`src/rtl/demod_frame_scheduler_if.sv`:
```
// rtl/demod_frame_scheduler_if.sv - bus bundle between scheduler, sample source, segment array and bit sink
//
// Purpose: groups the frame-request, sample-load, segment issue/result and frame-output
// signals of demod_frame_scheduler.
// Modports:
//   master - the scheduler: drives in_ready, seg_start/seg_index/seg_data,
//            frame_bits/frame_valid, busy, timeout_err
//   slave  - the environment: drives start, in_valid/in_data, seg_result/seg_valid
interface demod_frame_scheduler_if #(
   parameter int NSEG  = 10,
   parameter int WIDTH = 32
);
   logic             start;
   logic             in_valid;
   logic [WIDTH-1:0] in_data;
   logic             in_ready;
   logic             seg_start;
   logic [3:0]       seg_index;
   logic [WIDTH-1:0] seg_data;
   logic [WIDTH-1:0] seg_result;
   logic             seg_valid;
   logic [NSEG-1:0]  frame_bits;
   logic             frame_valid;
   logic             busy;
   logic             timeout_err;

   modport master (
      input  start, in_valid, in_data, seg_result, seg_valid,
      output in_ready, seg_start, seg_index, seg_data,
             frame_bits, frame_valid, busy, timeout_err
   );

   modport slave (
      output start, in_valid, in_data, seg_result, seg_valid,
      input  in_ready, seg_start, seg_index, seg_data,
             frame_bits, frame_valid, busy, timeout_err
   );
endinterface

```
`src/rtl/demod_frame_scheduler.sv`:
```
// rtl/demod_frame_scheduler.sv - sequences one frame of soft samples through the shared segment datapath
//
// Purpose: buffers NSEG Q16.16 samples, issues each to the segment datapath in slot
// order, waits (bounded by TIMEOUT) for each result and slices it to a hard bit.
// Ports:
//   clk    - system clock, rising edge
//   reset  - synchronous, active-high
//   bus    - demod_frame_scheduler_if.master:
//            start, in_valid, in_data, in_ready     : frame request and sample load
//            seg_start, seg_index, seg_data         : slot issue to the segment datapath
//            seg_result, seg_valid                  : segment answer
//            frame_bits, frame_valid                : packed frame decision
//            busy, timeout_err                      : status
module demod_frame_scheduler #(
   parameter int NSEG    = 10,
   parameter int WIDTH   = 32,
   parameter int TIMEOUT = 15
) (
   input  logic                     clk,
   input  logic                     reset,
   demod_frame_scheduler_if.master  bus
);

   localparam int IW = (NSEG > 1) ? $clog2(NSEG) : 1;
   localparam int WW = $clog2(TIMEOUT);
   localparam logic [IW-1:0] LAST_IDX  = IW'(NSEG - 1);
   localparam logic [WW-1:0] WAIT_LAST = WW'(TIMEOUT - 1);

   typedef enum logic [2:0] {
      S_IDLE,
      S_LOAD,
      S_ISSUE,
      S_WAIT,
      S_DONE
   } state_t;

   state_t           state_q, state_d;
   logic [IW-1:0]    load_cnt_q, load_cnt_d;
   logic [IW-1:0]    slot_q, slot_d;
   logic [WW-1:0]    wait_cnt_q, wait_cnt_d;
   logic [NSEG-1:0]  bits_q, bits_d;
   logic             err_q, err_d;
   logic [WIDTH-1:0] buf_q [NSEG];
   logic [WIDTH-1:0] buf_d [NSEG];
   logic             advance;

   always_ff @(posedge clk) begin
      if (reset) begin
         state_q    <= S_IDLE;
         load_cnt_q <= '0;
         slot_q     <= '0;
         wait_cnt_q <= '0;
         bits_q     <= '0;
         err_q      <= 1'b0;
         for (int i = 0; i < NSEG; i++) begin
            buf_q[i] <= '0;
         end
      end else begin
         state_q    <= state_d;
         load_cnt_q <= load_cnt_d;
         slot_q     <= slot_d;
         wait_cnt_q <= wait_cnt_d;
         bits_q     <= bits_d;
         err_q      <= err_d;
         buf_q      <= buf_d;
      end
   end

   always_comb begin
      state_d    = state_q;
      load_cnt_d = load_cnt_q;
      slot_d     = slot_q;
      wait_cnt_d = wait_cnt_q;
      bits_d     = bits_q;
      err_d      = err_q;
      buf_d      = buf_q;
      advance    = 1'b0;

      case (state_q)
         S_IDLE: begin
            if (bus.start) begin
               state_d    = S_LOAD;
               load_cnt_d = '0;
               err_d      = 1'b0;
               bits_d     = '0;
            end
         end

         S_LOAD: begin
            if (bus.in_valid) begin
               buf_d[load_cnt_q] = bus.in_data;
               load_cnt_d        = load_cnt_q + 1'b1;
               if (load_cnt_q == LAST_IDX) begin
                  state_d = S_ISSUE;
                  slot_d  = '0;
               end
            end
         end

         S_ISSUE: begin
            state_d    = S_WAIT;
            wait_cnt_d = '0;
         end

         S_WAIT: begin
            // A result arriving in the final wait cycle takes priority over the timeout.
            if (bus.seg_valid) begin
               bits_d[slot_q] = ~bus.seg_result[WIDTH-1];
               advance        = 1'b1;
            end else if (wait_cnt_q == WAIT_LAST) begin
               bits_d[slot_q] = 1'b0;
               err_d          = 1'b1;
               advance        = 1'b1;
            end else begin
               wait_cnt_d = wait_cnt_q + 1'b1;
            end

            if (advance) begin
               if (slot_q == LAST_IDX) begin
                  state_d = S_DONE;
               end else begin
                  slot_d  = slot_q + 1'b1;
                  state_d = S_ISSUE;
               end
            end
         end

         S_DONE: begin
            state_d = S_IDLE;
         end

         default: begin
            state_d = S_IDLE;
         end
      endcase
   end

   assign bus.in_ready    = (state_q == S_LOAD);
   assign bus.seg_start   = (state_q == S_ISSUE);
   assign bus.seg_index   = 4'(slot_q);
   assign bus.seg_data    = buf_q[slot_q];
   assign bus.frame_bits  = bits_q;
   assign bus.frame_valid = (state_q == S_DONE);
   assign bus.busy        = (state_q != S_IDLE);
   assign bus.timeout_err = err_q;

endmodule

```
`src/flat_wrapper.sv`:
```
// flat-port wrapper written by rule: the top's interface ports become plain ports
module demod_frame_scheduler_flat 
#(
   parameter int NSEG    = 10,
   parameter int WIDTH   = 32,
   parameter int TIMEOUT = 15
)
  (clk, reset, bus_start, bus_in_valid, bus_in_data, bus_seg_result, bus_seg_valid, bus_in_ready, bus_seg_start, bus_seg_index, bus_seg_data, bus_frame_bits, bus_frame_valid, bus_busy, bus_timeout_err);
  demod_frame_scheduler_if #(.NSEG(NSEG), .WIDTH(WIDTH)) bus_i ();
  input  logic clk;
  input  logic reset;
  input wire logic [$bits(bus_i.start)-1:0] bus_start;
  input wire logic [$bits(bus_i.in_valid)-1:0] bus_in_valid;
  input wire logic [$bits(bus_i.in_data)-1:0] bus_in_data;
  input wire logic [$bits(bus_i.seg_result)-1:0] bus_seg_result;
  input wire logic [$bits(bus_i.seg_valid)-1:0] bus_seg_valid;
  output wire logic [$bits(bus_i.in_ready)-1:0] bus_in_ready;
  output wire logic [$bits(bus_i.seg_start)-1:0] bus_seg_start;
  output wire logic [$bits(bus_i.seg_index)-1:0] bus_seg_index;
  output wire logic [$bits(bus_i.seg_data)-1:0] bus_seg_data;
  output wire logic [$bits(bus_i.frame_bits)-1:0] bus_frame_bits;
  output wire logic [$bits(bus_i.frame_valid)-1:0] bus_frame_valid;
  output wire logic [$bits(bus_i.busy)-1:0] bus_busy;
  output wire logic [$bits(bus_i.timeout_err)-1:0] bus_timeout_err;
  assign bus_i.start = bus_start;
  assign bus_i.in_valid = bus_in_valid;
  assign bus_i.in_data = bus_in_data;
  assign bus_i.seg_result = bus_seg_result;
  assign bus_i.seg_valid = bus_seg_valid;
  assign bus_in_ready = bus_i.in_ready;
  assign bus_seg_start = bus_i.seg_start;
  assign bus_seg_index = bus_i.seg_index;
  assign bus_seg_data = bus_i.seg_data;
  assign bus_frame_bits = bus_i.frame_bits;
  assign bus_frame_valid = bus_i.frame_valid;
  assign bus_busy = bus_i.busy;
  assign bus_timeout_err = bus_i.timeout_err;
  demod_frame_scheduler #(.NSEG(NSEG), .WIDTH(WIDTH), .TIMEOUT(TIMEOUT)) u_core (.clk(clk), .reset(reset), .bus(bus_i));
endmodule
```
`config.mk`:
```
export PLATFORM = sky130hd
export DESIGN_NAME = demod_frame_scheduler_flat
export DESIGN_NICKNAME = d
export VERILOG_FILES = /design/src/rtl/demod_frame_scheduler_if.sv /design/src/rtl/demod_frame_scheduler.sv /design/src/flat_wrapper.sv
export SDC_FILE = /design/constraint.sdc
export NUM_CORES = 1
export LEC_CHECK = 0
export CORE_UTILIZATION = 51
export CTS_CLUSTER_DIAMETER = 150
export DETAILED_ROUTE_END_ITERATION = 12
export PLACE_DENSITY = 0.81
export SYNTH_ARGS = -nofsm -noshare
export SYNTH_HDL_FRONTEND = slang
export SYNTH_SLANG_ARGS = --single-unit
```
`constraint.sdc`:
```
create_clock -name clk -period 2.1 [get_ports clk]
set_clock_uncertainty 0.1 [all_clocks]
set_input_delay 0.21 -clock clk [delete_from_list [all_inputs] [get_ports clk]]
set_output_delay 0.21 -clock clk [all_outputs]
set_load 0.1 [all_outputs]
```
== Word level (Yosys, flattened, before mapping) ==
Index checks and enable logic that the tools add are counted.
Operators by class
  magnitude comparators: 5
  equal/unequal tests: 16
  reduce and logical (&&, ||, !) cells: 15
  add/subtract/negate cells: 3
  mux-type cells: 37
  bitwise gates (word level): 5
Operator list (number)
  bitwise mux 320 bit: 1
  binary-select mux 32 bit (select 4 bit): 1
  demux 32 bit (select 4 bit): 1
  2-to-1 mux 32 bit: 3
  2-to-1 mux 4 bit: 8
  2-to-1 mux 10 bit: 3
  case mux 4 bit (2 select lines): 3
  case mux 10 bit (2 select lines): 1
  2-to-1 mux 3 bit: 5
  adder 4 x 1 -> 4 bit (second input constant): 3
  == test 4 bit (second input constant): 3
  case mux 3 bit (4 select lines): 1
  bitwise AND 10 bit: 1
  bitwise mux 10 bit: 1
  greater-or-equal comparator 5 bit (second input constant): 2
  != test 2 bit (second input constant): 5
  NOT 10 bit: 1
  NOT 4 -> 5 bit: 2
  AND reduction 3 bit: 3
  AND reduction 4 bit: 2
  nonzero test 2 bit: 4
  2-to-1 mux 1 bit: 7
  == test 3 x 2 -> 1 bit (second input constant): 2
  != test 2 x 1 -> 1 bit (second input constant): 3
  other kinds (14): 15
Storage, ports and cells
  bits of input ports: 69
  flip-flop bits (word level): 346

== Depth between registers and ports, before layout ==
  depth after elaboration: 9
  depth in mapped cells: 8

== Least setup slack after synthesis ==
No wires, ideal clock.
  kind: register to output
  from: register u_core.slot_q[0], in the netlist u_core.bus.seg_index[0]
  to: output port bus_seg_data[0]
  buffers on the path: 3
  slack: -2210 ps
  data required time: 1790 ps
  data arrival time: 4000 ps
  stages on the path, launching flop included: 6
  path through: dfxtp_1 > buf_2 > buf_2 > buf_2 > mux2i_1 > o21ai_0
On the way
  cells in the longest elaborated chain, start to end: 4
Ends and longest elaborated chain
  start: declaration: line demod_frame_scheduler.sv:39  | logic [IW-1:0] slot_q, slot_d;
  start signal: assignment: line demod_frame_scheduler.sv:61  | slot_q <= slot_d;
  NOT 4 -> 5 bit (not written as such): line demod_frame_scheduler.sv:141  | assign bus.seg_data = buf_q[slot_q];
  binary-select mux 32 bit (select 4 bit): line demod_frame_scheduler.sv:141
  2-to-1 mux 32 bit (not written as such) (2 in series): line demod_frame_scheduler.sv:141
  end: declaration: line flat_wrapper.sv:20  | output wire logic [$bits(bus_i.seg_data)-1:0] bus_seg_data;
Every way passes these cells. The select of a mux whose other input is x is not followed.

== Worst setup path in the final report ==
  from: register u_core.slot_q[0], in the netlist u_core.bus.seg_index[0]
  to: output port bus_seg_data[4]
Same word-level chain as after synthesis.

==> run metrics <==
Max Clk Rate=384 MHz; asr flop ratio synth=0%; DIE AREA=0.0301 mm2; via density per instance=6.01; worst-skew pair later-pin latency=0.51 ns; final worst-path cycle share=124%; ANT nets after route=0; Final Max Tran Viols=0; Final min period=2.61 ns; Die W=174 um; DRC=0; Tightest Pin Transition=0.982 ns; Core Rows=62; first-pass GRT wire length=68500 um; Overflow after GRT=0; CTS HTree Levels=2; Min-Delay Path Class=in2reg; status=complete, but fails checks; Max IR drop VDD=798 uV; XOR/XNOR share of the synthesized area=0.292%; WP data required=1.79 ns; RSZ-0062 raised after global routing=yes; mean post-synth cell area=8.30 um2; Final WS setup=-0.506 ns; Iteration-0 DRC Markers=1425; Mapped Area=0.0150 mm2; Sw Ratio=22.3%; Pint=11.2 mW; largest stage delay on the critical path=0.51 ns; Compound-Gate Fraction of Synth Area=14.9%; Die Y=174 um; Yosys warnings=0; gpl congestion=0.814; power per cell area=763 mW/mm2; CP startpoint kind=flip-flop; layout cell share with drive strength beyond 1=18.3%; Synth top area share=46.1%; kind of critical path=reg2out; placed cells=2172; post-DP HPWL=25600 um; Clock transition at path regs=0.06 ns; Total Power=14.4 mW; clock share of power=47.7%; max-cap violations=0; Pleak=6.05 nW; combinational share of power=6.4%; Ports=120; WL/cell=19.2 um; violated checks=setup timing; Cells after Synth=1810; flops & latches, synth=346; synth unique cells=46; kind of end point of the critical path=primary output; ant diodes=0; Root Driver=clkbuf_16; largest family of logic cells by synthesized area=simple AND/OR/NAND/NOR gates; dominant synthesized flop cell=dfxtp_1; largest net degree at the start of global routing=217; overall routed net length=43000 um; clk sinks=346; P&R area growth vs syn=25.6%; Psw=3.20 mW; Post-Synth Adder-Cell Area=0.833%; Critical-path top delay cell=mux4_2; number of synthesized flops with an enable pin=0; TritonRoute pass-1 iters=7; Slew HR=34.6%; Synth Area in Simple Gates=20.3%; Seq/Total Area, Yosys=46.1%; fin cells=2245; endpoints failing setup=32; CTS tree=done; total core area=0.0289 mm2; Total GRT Usage=28.2%; final net count=1915; Seq pwr share=45.9%; Yosys top cell by area=dfxtp_1; vias post-DR=13494; CTS buffer count=34; # port buffers=88; maximum clock insertion buffer count=3; post-synthesis mux area share=11.9%; vias in the first global route=13386; synth top area cells=dfxtp_1, nand2_1, a21oi_1; initial antenna violation count=0; initial core utilization=52.0%; Final Hold Violating Endpoints=0; Critical Path AT=2.30 ns; syn_nets=1889; critical-path cell list=buf_4 -> clkbuf_16 -> mux4_2 -> a22oi_2 -> o21ai_4 -> buf_12; crit path max fanout=6
==> timing repair <==
item	in CTS	in global routing
endpoints found under the setup margin	32	34
buffers inserted	4	7
hold buffers	0	0
cloned	0	1
pin swaps	0	1
gates resized for setup	3	9
==> cell type report <==
| type | instances | area (um2) |
|---|---|---|
| sequential | 346 | 6940 |
| clock inverter | 16 | 320 |
| inverter | 11 | 41.3 |
| fill | 2209 | 9990 |
| timing repair buffer | 169 | 2310 |
| clock buffer | 45 | 943 |
| multi-input combinational | 1274 | 7830 |
| tap | 384 | 480 |
==> sequential cells by signal, summed over array words and instances (netlist names) <==
signal and cells:
u_core.state_q 3, u_core.wait_cnt_q 4, u_core.bus.seg_index 4, u_core.bus.frame_bits 10, u_core.load_cnt_q 4, u_core.buf_q 320
u_core.bus.timeout_err 1
==> synthesized netlist by cell type (all sizes together), types with 3 or more instances <==
library cell,count
nand2,647
clkbuf,104
nand3b,7
and3,3
dfxtp,346
mux2i,33
a21oi,334
nor2b,6
o21ai,38
inv,10
nand2b,9
nor3,11
nor2,17
xnor2,3
nand4,10
and4,8
ha,10
nor3b,3
mux4,64
buf,75
o2bb2ai,8
nand3,11
a22oi,32
==> kinds of logic after synthesis <==
| logic type | count (synthesis) |
|---|---|
| adders and majority gates | 10 |
| DFF | 346 |
| buffers and inverters | 190 |
| AOI/OAI and AO/OA | 420 |
| muxes | 98 |
| and+or+nand+nor | 741 |
| xor gates and xnor gates | 5 |
==> power groups by stage <==
stage | clock [mW] | combinational (mW) | sequential (mW)
floorplan | 0 | 0.596 | 6.75
global placement | 0 | 0.900 | 6.76
detailed placement | 0 | 0.910 | 6.76
CTS | 6.92 | 0.914 | 6.61
global route | 7.18 | 0.961 | 6.61
finish | 6.87 | 0.920 | 6.61
==> cells in the final DEF (no fill, tap or decap), types with 10 or more instances in the layout <==
cell and count:
clkbuf_16 36, buf_4 56, mux4_2 64, a22oi_2 32, mux2i_1 33, a21oi_1 333
o21ai_4 32, clkdlybuf4s50_1 36, inv_1 10, nand2_1 646, buf_12 72, dfxtp_1 341
nor2_1 15
==> final timing paths <==
check / startpoint / to / slack (ns) / cells past startpoint
setup / recovery: u_core.bus.seg_index[0] / bus_seg_data[4] / -0.51 / 6
hold / removal: reset / u_core.bus.seg_index[3] / 0.18 / 4
setup reg to reg: u_core.bus.seg_index[1] / u_core.bus.seg_index[1] / 0.03 / 7
hold reg to reg: u_core.buf_q[229] / u_core.buf_q[229] / 0.35 / 2
==> metal layers <==
layer	vias up	track usage [%]	share of wire [%]
li1	6151	-	-
met1	6496	35.3	38
met2	687	48.5	50
met3	160	3.73	8.2
met4	0	12.5	4.1
met5	-	0	0
==> through the flow <==
stage / hold WS, ns / setup TNS (ns) / cell area, um2 / utilization [%] / setup slack, ns
floorplan: 0.305 / -1.46 / 15700 / - / -0.122
global placement: 0.338 / -0.0153 / 17400 / 60.4 / -0.0153
detailed placement: 0.345 / -0.560 / 17400 / 60.4 / -0.0385
CTS: 0.162 / -14.31 / 18700 / 64.9 / -0.502
global route: 0.209 / -16.17 / 18900 / 65.4 / -0.543
finish: 0.179 / -14.42 / 18900 / 65.4 / -0.506
==> critical path: cells and delay by family (launching register included) <==
family,cells,cell delay [ns]
DFF,1,0.46
muxes,1,0.51
AOI/OAI and AO/OA,2,0.35
buffers and inverters,3,0.48
Power figures use the tool's default switching activity.
